`src/rtl/line_refill.sv`:
```
// Miss engine for one cache line: writes a dirty victim back word by word,
// then refills the line from word-wide main memory.
module line_refill #(
    parameter int TAG_WIDTH    = 20,
    parameter int SET_WIDTH    = 8,
    parameter int OFFSET_WIDTH = 4
) (
    input  logic                    clk,
    input  logic                    reset,
    input  logic                    start,
    input  logic [TAG_WIDTH-1:0]    miss_tag,
    input  logic [SET_WIDTH-1:0]    miss_index,
    input  logic [TAG_WIDTH-1:0]    victim_tag,
    input  logic                    victim_dirty,
    output logic                    busy,
    output logic                    done,
    output logic [OFFSET_WIDTH-3:0] line_offset,
    output logic                    line_w_en,
    output logic                    line_set_valid,
    output logic                    line_set_dirty,
    output logic [TAG_WIDTH-1:0]    line_set_tag,
    output logic [31:0]             line_write_data,
    input  logic [31:0]             line_read_data,
    output logic                    mem_req,
    output logic                    mem_we,
    output logic [31:0]             mem_addr,
    output logic [31:0]             mem_wdata,
    input  logic                    mem_ready,
    input  logic [31:0]             mem_rdata
);

    localparam int CNT_WIDTH = OFFSET_WIDTH - 2;
    localparam logic [CNT_WIDTH-1:0] LAST_WORD = '1;

    typedef enum logic [1:0] {
        IDLE,
        WB,
        RF,
        DONE
    } state_t;

    state_t                 state;
    state_t                 state_next;
    logic [CNT_WIDTH-1:0]   cnt;
    logic [CNT_WIDTH-1:0]   cnt_next;
    logic [TAG_WIDTH-1:0]   mtag_q;
    logic [TAG_WIDTH-1:0]   vtag_q;
    logic [SET_WIDTH-1:0]   index_q;

    // Request fields are captured only when a transaction is accepted in IDLE,
    // so the cache may change them freely while we are busy.
    always_ff @(posedge clk) begin
        if (reset) begin
            state   <= IDLE;
            cnt     <= '0;
            mtag_q  <= '0;
            vtag_q  <= '0;
            index_q <= '0;
        end else begin
            state <= state_next;
            cnt   <= cnt_next;
            if (state == IDLE && start) begin
                mtag_q  <= miss_tag;
                vtag_q  <= victim_tag;
                index_q <= miss_index;
            end
        end
    end

    assign line_set_tag   = mtag_q;
    assign line_set_dirty = 1'b0;

    // Reset forces the strobes low in the same cycle so a mid-transaction
    // reset can never issue a stray line write or memory request.
    always_comb begin
        state_next      = state;
        cnt_next        = cnt;
        busy            = 1'b0;
        done            = 1'b0;
        line_offset     = cnt;
        line_w_en       = 1'b0;
        line_set_valid  = 1'b0;
        line_write_data = '0;
        mem_req         = 1'b0;
        mem_we          = 1'b0;
        mem_addr        = '0;
        mem_wdata       = '0;

        if (!reset) begin
            case (state)
                IDLE: begin
                    if (start) begin
                        cnt_next   = '0;
                        state_next = victim_dirty ? WB : RF;
                    end
                end
                WB: begin
                    busy      = 1'b1;
                    mem_req   = 1'b1;
                    mem_we    = 1'b1;
                    mem_addr  = {vtag_q, index_q, cnt, 2'b00};
                    mem_wdata = line_read_data;
                    if (mem_ready) begin
                        cnt_next = cnt + 1'b1;
                        if (cnt == LAST_WORD) begin
                            state_next = RF;
                        end
                    end
                end
                RF: begin
                    busy     = 1'b1;
                    mem_req  = 1'b1;
                    mem_addr = {mtag_q, index_q, cnt, 2'b00};
                    if (mem_ready) begin
                        line_w_en       = 1'b1;
                        line_write_data = mem_rdata;
                        line_set_valid  = (cnt == LAST_WORD);
                        cnt_next        = cnt + 1'b1;
                        if (cnt == LAST_WORD) begin
                            state_next = DONE;
                        end
                    end
                end
                DONE: begin
                    busy       = 1'b1;
                    done       = 1'b1;
                    state_next = IDLE;
                end
                default: begin
                    state_next = IDLE;
                end
            endcase
        end
    end

endmodule

```
`config.mk`:
```
export PLATFORM = sky130hd
export DESIGN_NAME = line_refill
export DESIGN_NICKNAME = d
export VERILOG_FILES = /design/src/rtl/line_refill.sv
export SDC_FILE = /design/constraint.sdc
export NUM_CORES = 1
export LEC_CHECK = 0
export ABC_AREA = 1
export BUFFER_PORTS_ARGS = -buffer_cell sky130_fd_sc_hd__buf_2
export CAP_MARGIN = 20
export CORE_AREA = 5 5 97 99
export DETAILED_ROUTE_END_ITERATION = 10
export DIE_AREA = 0 0 102 104
export GPL_ROUTABILITY_DRIVEN = 0
export PLACE_DENSITY_LB_ADDON = 0.1
export SLEW_MARGIN = 15
export SYNTH_ARGS = -nofsm -noshare
export SYNTH_HDL_FRONTEND = slang
export SYNTH_SLANG_ARGS = --single-unit
```
`constraint.sdc`:
```
create_clock -name clk -period 1.6 [get_ports clk]
set_input_delay 0.48 -clock clk [delete_from_list [all_inputs] [get_ports clk]]
set_output_delay 0.48 -clock clk [all_outputs]
set_load 0.01 [all_outputs]
```
# Word level (Yosys, flattened, before mapping)
# Cells that the tools add are included.
op_classes:
  add_sub_neg: 1
  eq_ne: 10
  n_mux: 31
  n_reduce_logical: 7
op_table:
  columns: ["op", "count"]
  rows:
  - ["$mux 32", 6]
  - ["$pmux 32 s2", 1]
  - ["$mux 2", 8]
  - ["$mux 1", 14]
  - ["$ne 2x2->1 const B", 5]
  - ["$pmux 2 s4", 1]
  - ["$eq 2x2->1 const B", 3]
  - ["$reduce_and 5->1", 1]
  - ["$pmux 2 s2", 1]
  - ["$reduce_and 3->1", 1]
  - ["$reduce_or 3->1", 1]
  - ["$add 2x1->2 const B", 1]
  - ["$eq 2x1->1 const B", 1]
  - ["$logic_not 2->1", 1]
  - ["$ne 2x1->1 const B", 1]
  - ["$reduce_bool 2->1", 1]
  - ["$reduce_or 2->1", 1]
  - ["$logic_and 1x1->1", 1]
totals:
  register_bits: 52
  input_bits: 117
  out_inout_bits: 125

# Logic depth before layout (Yosys ltp)
# Gate-level depths: netlist of the first run.
depth:
  ltp_word: 4
  depth_mapped: 10
  mapped_depth_nobuf: 9

# Worst setup path before layout of the first run
# No wires, ideal clock.
synth_timing:
  path_kind: "flip-flop to output port"
  startpoint: "register state[1]"
  endpoint: "output mem_addr[12]"
  arrival_ps: 1368
  t_required_ps: 1120
  slack_ps: -248
  stages_incl_launch_ff: 8
  path_buffers: 1
  cell_sequence: "dfxtp_1 inv_1 ha_1 inv_1 nor2_4 inv_2 buf_2 a21oi_1"
synth_between:
  elab_chain_len: 3
  word_cells_on_any_way: 4
  classes_between: "eq/ne: 2; mux: 2"
synth_rtl:
  columns: ["element", "line_no", "text"]
  rows:
  - ["start: declaration", "42", "state_t state;"]
  - ["start signal: assignment", "60", "state <= state_next;"]
  - ["$eq 2x2->1 or $eq 2x1->1 (tied branches)", "90", "case (state)"]
  - ["$pmux 32 s2 (*)", "90", null]
  - ["$mux 32 (*)", "89", "if (!reset) begin"]
  - ["end: declaration", "26", "output logic [31:0] mem_addr,"]
# Mark *: on every way between the ends. The rest lies on a longest branch, timed or not.

# Worst setup path after layout of the first run
layout_timing:
  startpoint: "register state[0]"
  endpoint: "output mem_addr[13]"
# The elaborated chain is that of the path after synthesis.

==> results of run 1 <==
-- metal layers --
metal / GRT usage, % / up-vias / wire (um) / part of all wire [%]
li1: - / 2012 / - / -
met1: 24.5 / 1813 / 4810 / 37
met2: 41.4 / 150 / 6960 / 53
met3: 4.23 / 18 / 1000 / 7.7
met4: 6.09 / 0 / 266 / 2.0
met5: 0 / - / 0 / 0
-- registers in the layout, summed over array words and instances, names as in the netlist --
register / flops
line_set_tag: 20
vtag_q: 20
index_q: 8
line_offset: 2
state: 2
-- worst max path at each step --
stage,startpoint,end,slack (ns)
6_report,state[0],mem_addr[13],-0.54
5_1_grt,state[0],mem_wdata[6],-0.60
4_1_cts,state[1],mem_addr[15],-0.52
3_5_place_dp,state[0],mem_wdata[20],-0.22
3_3_place_gp,state[0],mem_addr[14],-0.20
2_1_floorplan,state[1],mem_addr[12],-0.10
-- cells in the final DEF, fill, tap and decap left out, types with 4 or more instances in the layout --
master and instances:
buf_6 32, buf_4 25, nor2_1 130, clkbuf_8 6, buf_16 5, a21oi_4 20, inv_4 4, buf_12 9
inv_1 37, dfxtp_1 50, buf_2 213, nand2_2 6, nor2_4 20, nor2_2 31, nand2_1 86, o21ai_0 48
ha_4 4
-- cell type report --
cell class                      count  area (um^2)  area share [%]
Clock buffer                        6         82.6            1.48
Timing Repair Buffer              287         2010            36.1
Inverter                           45          184            3.31
Clock inverter                      2         15.0           0.270
Antenna cell                        1         2.50          0.0450
Tap cell                          108          135            2.43
Multi-Input combinational cell    364         2090            37.6
Sequential cell                    52         1040            18.8
-- synth_stat cells --
cell type / number
inv_2: 3
nand4_1: 1
nor2_4: 1
nand3_2: 1
a21oi_1: 22
clkbuf_1: 10
nor2_1: 180
dfxtp_1: 52
mux2i_1: 1
buf_6: 5
buf_4: 3
o21ai_2: 1
ha_1: 7
o21ai_0: 48
buf_2: 18
nand2_2: 1
nand2_4: 1
inv_1: 42
conb_1: 1
nand2_1: 91
o21ai_1: 4
nand3_1: 1
-- repair_timing --
action	4_1_cts	5_1_grt
cloned	6	3
setup buffers	7	6
endpoints found under the setup margin	101	102
pin swaps	4	9
endpoints found under the hold margin	0	0
resized for setup	37	57
-- power by group through the flow --
stage	Sequential, W	Combinational (W)	Clock [W]
after global placement	0.00190	0.00300	0
after global routing	0.00194	0.00421	0.000857
after detailed placement	0.00191	0.00305	0
final	0.00189	0.00389	0.000783
after floorplan	0.00194	0.00195	0
after CTS	0.00188	0.00350	0.000813
-- cells by family after synthesis --
| kind of cell | after synthesis | share of synthesized area, % |
|---|---|---|
| DFF | 52 | 35.1 |
| and+or+nand+nor | 277 | 36.0 |
| buffers and inverters | 81 | 12.7 |
| adders and majority gates | 7 | 2.95 |
| AOI/OAI and AO/OA | 75 | 12.8 |
| muxes | 1 | 0.338 |
| other | 1 | 0.127 |
-- critical path, delay by kind of cell, from the launching register on --
family,cells,cell delay (ns)
AO/OA/AOI/OAI,1,0.16
buffers and inverters,4,0.52
AND/OR/NAND/NOR,1,0.10
flip-flops,1,0.36
adder cells (fa/ha/maj),1,0.21
-- per-stage QoR --
step	setup WS [ns]	cells	cell area [um^2]
after global routing	-0.601	865	5560
after floorplan	-0.105	496	3390
after CTS	-0.524	855	5210
final	-0.535	865	5560
after global placement	-0.196	834	4740
after detailed placement	-0.223	834	4740
==> flow_summary.ini, run 1 <==
[layout]
fill_cells = 781
finish.utilization_pct = 65.7
nNetsFinal = 879
syn_to_final_growth_pct = 87.7
drive_gt1_share_pct = 52.0

[power_and_ir_drop]
power_w = 0.00656
ir_drop_uv = 700
p_leak_nw = 2.77
power-per-cell-area_mw_per_mm2 = 1180
power_frac_seq_pct = 28.8
p_clk_share_pct = 11.9
switching_power_w = 0.00280
p_int_w = 0.00376
switching_share_pct = 42.7
p_comb_share_pct = 59.3

[cts]
hold_buffers = 0
htree_levels = 2
clock_latency_ns = 0.30
path_clk_slew_ns = 0.10
root_buffer = clkbuf_8
cts_sinks = 52
cts.path.max_buffers = 2
cts_tree = yes
numCtsBuffers = 5

[die]
die_w_um = 102
io_pins = 242
start_util_pct = 35.0
core_mm2 = 0.00847
dieHeight_um = 104
num_rows = 34
dieArea_mm2 = 0.0106

[drt]
ant_nets = 0
avgRoutedWirePerCell_um = 15.1
firstDrtPassIters = 6
vias_per_cell = 4.62
drtIter0Drc = 131
wirelength_um = 13000
dr_total_vias = 3993
post-route-drc-count = 0

[job]
cap_violations = 0

[hold_path]
min_to = line_set_tag[5]
hold_depth = 3
holdCritPathClass = input port to register
hp-start = miss_tag[5]

[global_route]
grt_overflow = 0
grt_max_degree = 52
grt_first_pass_wirelength_um = 18800
antenna_found_initial = 1
grt_pass1_vias = 3740
grt_usage_pct = 22.0

[logic_synthesis]
synth.distinct_cells = 22
synth_area_leader_cell = dfxtp_1
synth_cells = 494
syn_area_mm2 = 0.00296
synth_area_leaders = dfxtp_1, nor2_1, nand2_1, o21ai_0, inv_1
ys_seq_elements = 52
avgSynthCellArea_um2 = 6.00
yosys_warnings = 0
synth.top_cell.area_share_pct = 35.1
seq_area_frac_synth_pct = 35.1

[worst_setup_path]
reg2reg_from = state[0]
worstPathMaxFanout = 11
crit_top_cell = buf_6
critPathSlowestCell = dfxtp_2
r2r_slack_ns = -0.16
critPathArrivalTime_ns = 1.66
crit_type = register to output pin
critPathMaxStageDelay_ns = 0.36
r2r-end = state[0]
path_cells = buf_4 > buf_6 > ha_4 > clkbuf_16 > nand2_1 > a21oi_4 > buf_6
required_ns = 1.12
endpoint_kind = output pin
start_kind = register
rr_worst_depth = 11

[run_status]
violations = negative setup slack
status = finished with violations

[timing]
finalCriticalPeriod_ns = 2.14
setup_ws_ns = -0.535
rsz0062_at_grt = yes
worst_hold_slack_ns = 0.421
report.final.slew_viol_count = 0
setup_violations = 102
hold_violations = 0
post-route-period-util_pct = 133
tns_ns = -47.04
fin_skew_ns = 0.00506
max_clock_freq_ghz = 0.468

[placement]
dp_hpwl_um = 9260
port_buffers = 238
No activity file was read; power rests on OpenSTA's default activity.
==> inputs of run 2 (changes only) <==
--- a/config.mk
+++ b/config.mk
@@ -5,12 +5,10 @@
 export SDC_FILE = /design/constraint.sdc
 export NUM_CORES = 1
 export LEC_CHECK = 0
-export ABC_AREA = 1
 export BUFFER_PORTS_ARGS = -buffer_cell sky130_fd_sc_hd__buf_2
-export CAP_MARGIN = 20
-export CORE_AREA = 5 5 97 99
+export CORE_AREA = 5 5 96 98
 export DETAILED_ROUTE_END_ITERATION = 10
-export DIE_AREA = 0 0 102 104
+export DIE_AREA = 0 0 101 103
 export GPL_ROUTABILITY_DRIVEN = 0
 export PLACE_DENSITY_LB_ADDON = 0.1
 export SLEW_MARGIN = 15
==> run 2 against run 1 <==
  * The run still ends with negative setup slack left
  * Synthesized cell count shrank 22%
  * Non-clock buffer count shrank 10
  * First-iteration DRC count shrank 15%
  * Sequential power shrank 8%
  * Critical path type unchanged
  * Largest cell class is now non-clock buffers
==> flow_summary.ini, run 2 <==
[worst_setup_path]
critPathArrivalTime_ns = 1.66
critPathSlowestCell = dfxtp_4
path_buf_inv = 4
endpoint_kind = output pin
required_ns = 1.12
crit_type = register to output pin
crit_top_cell = nor2_4
critPathMaxStageDelay_ns = 0.41
start_kind = register
rr_worst_depth = 9
worst-path-stages = 8
critPathTopFamily = buffers and inverters
r2r_slack_ns = -0.10
path_cells = inv_6 > buf_4 > ha_4 > nor2_4 > nor2_4 > buf_12 > and2_4 > buf_6
worstPathMaxFanout = 6

[timing]
setup_violations = 102
rsz0062_at_grt = yes
max_clock_freq_ghz = 0.467
setup_ws_ns = -0.539
report.final.slew_viol_count = 0
hold_violations = 0
tns_ns = -43.62
fin_skew_ns = 0.00394
finalCriticalPeriod_ns = 2.14
worst_hold_slack_ns = 0.406
post-route-period-util_pct = 134
max_slew_margin_pct = 66.6
tightest_slew_ns = 0.500

[power_and_ir_drop]
p_leak_nw = 2.53
switching_power_w = 0.00202
p_int_w = 0.00332
p_clk_share_pct = 14.5
switching_share_pct = 37.8
power-per-cell-area_mw_per_mm2 = 1020
power_frac_seq_pct = 32.5
ir_drop_uv = 492
p_comb_share_pct = 53.0

[cts]
hold_buffers = 0
clock_latency_ns = 0.29
root_buffer = clkbuf_8
path_clk_slew_ns = 0.09
cts_tree = yes
cts.path.max_buffers = 2
htree_levels = 2
cts_sinks = 52
numCtsBuffers = 5

[logic_synthesis]
yosys_warnings = 0
synth.most_common_cell = nand2_1
ys_seq_elements = 52
synth_top_cells_by_count = nand2_1, and2_1, dfxtp_1
syn_area_mm2 = 0.00281
synth_area_leaders = dfxtp_1, and2_1, nand2_1, a21oi_1, a22oi_1
synth.distinct_cells = 28
synth-edff-count = 0
async_flop_share_pct = 0
synth.top_cell.area_share_pct = 37.1
seq_area_frac_synth_pct = 37.1
avgSynthCellArea_um2 = 7.25
synth_area_leader_cell = dfxtp_1
synth_top_flop_cell = dfxtp_1
synth_cells = 387

[drt]
wl_met3_um = 876
m1WireLength_um = 4660
wl_met2_um = 6270
post-route-drc-count = 0
dr_total_vias = 3494
ant_nets = 0
highest_layer = met4
firstDrtPassIters = 4
avgRoutedWirePerCell_um = 16.0
wirelength_um = 12000
vias_per_cell = 4.65
drtIter0Drc = 111

[global_route]
grt_pass1_vias = 3267
grt_overflow = 0
grt_usage_pct = 20.1
antenna_found_initial = 0
grt_first_pass_wirelength_um = 16600
grt_max_degree = 46

[placement]
pre_cts_slack_ns = -0.249
dpl_cell_area_mm2 = 0.00432
port_buffers = 238
dp_hpwl_um = 8440

[die]
dieArea_mm2 = 0.0104
num_rows = 34
io_pins = 242
core_mm2 = 0.00838
start_util_pct = 33.5
dieHeight_um = 103
die_w_um = 101

[layout]
syn_to_final_growth_pct = 86.1
final_design_area_no_fill_mm2 = 0.00522
drive_gt1_share_pct = 59.7
finish.utilization_pct = 62.3
final_cell_mix = buf_2, nand2_1, dfxtp_1
nNetsFinal = 766
diodes = 0
final_common_cell = buf_2

[hold_path]
hold_depth = 3
holdCritPathClass = input port to register

[run_status]
status = finished with violations
violations = negative setup slack

[job]
cap_violations = 0
run 2: cell types whose count changed after synthesis, sizes merged, moves of 20 or more:
cell | before | now
nor2 | 181 | 28
and2 | 0 | 75
o21ai | 53 | 3
inv | 45 | 3
a21oi | 22 | 49
a22oi | 0 | 20
run 2: per-layer routing:
| layer | track usage (%) | vias to the layer above |
|---|---|---|
| li1 | - | 1754 |
| met1 | 23.9 | 1591 |
| met2 | 36.3 | 137 |
| met3 | 4.60 | 12 |
| met4 | 5.21 | 0 |
| met5 | 0 | - |
run 2: path summary, 6_finish.rpt:
kind | start | endpoint
min | miss_tag[5] | line_set_tag[5]
max | state[0] | mem_addr[11]
min reg2reg | index_q[1] | index_q[1]
max reg2reg | state[0] | state[0]
run 2: cells by family (layout without fill, tap and decap cells):
| group | Yosys count | after routing | synth area share [%] |
|---|---|---|---|
| AND/OR/NAND/NOR | 214 | 214 | 36.7 |
| multiplexers | 1 | 1 | 0.357 |
| adder cells (fa/ha/maj) | 7 | 7 | 3.12 |
| buffers and inverters | 34 | 288 | 6.29 |
| AO/OA/AOI/OAI | 78 | 78 | 16.3 |
| flip-flops | 52 | 52 | 37.1 |
| other | 1 | 3 | 0.134 |
run 2: worst min-delay path: stages:
cell     delay (ns)
buf_2          0.10
nand2_1        0.04
a21oi_1        0.05
run 2: timing repair:
item	4_1_cts	5_1_grt
buffers inserted	3	9
setup endpoints to repair	101	102
gates resized for setup	73	59
gates cloned	3	2
pin swaps	27	15
run 2: power by group through the flow:
| stage | Clock [W] | Sequential [W] | Combinational (W) |
|---|---|---|---|
| CTS | 0.000805 | 0.00172 | 0.00241 |
| detailed placement | 0 | 0.00172 | 0.00205 |
| finish | 0.000777 | 0.00174 | 0.00283 |
| global route | 0.000853 | 0.00177 | 0.00305 |
| global placement | 0 | 0.00172 | 0.00202 |
| floorplan | 0 | 0.00173 | 0.00124 |
run 2: final cells by class:
class | count | area (um^2)
Inverter | 3 | 18.8
Fill cell | 782 | 3160
Clock inverter | 1 | 7.51
Tap cell | 108 | 135
Timing Repair Buffer | 277 | 1970
Clock buffer | 7 | 86.3
Multi-Input combinational cell | 303 | 1960
Sequential cell | 52 | 1050
run 2: stage by stage:
step           power [W]  std cells
6_report         0.00534        751
3_5_place_dp     0.00377        727
2_1_floorplan    0.00297        389
5_1_grt          0.00567        751
3_3_place_gp     0.00374        727
4_1_cts          0.00494        741
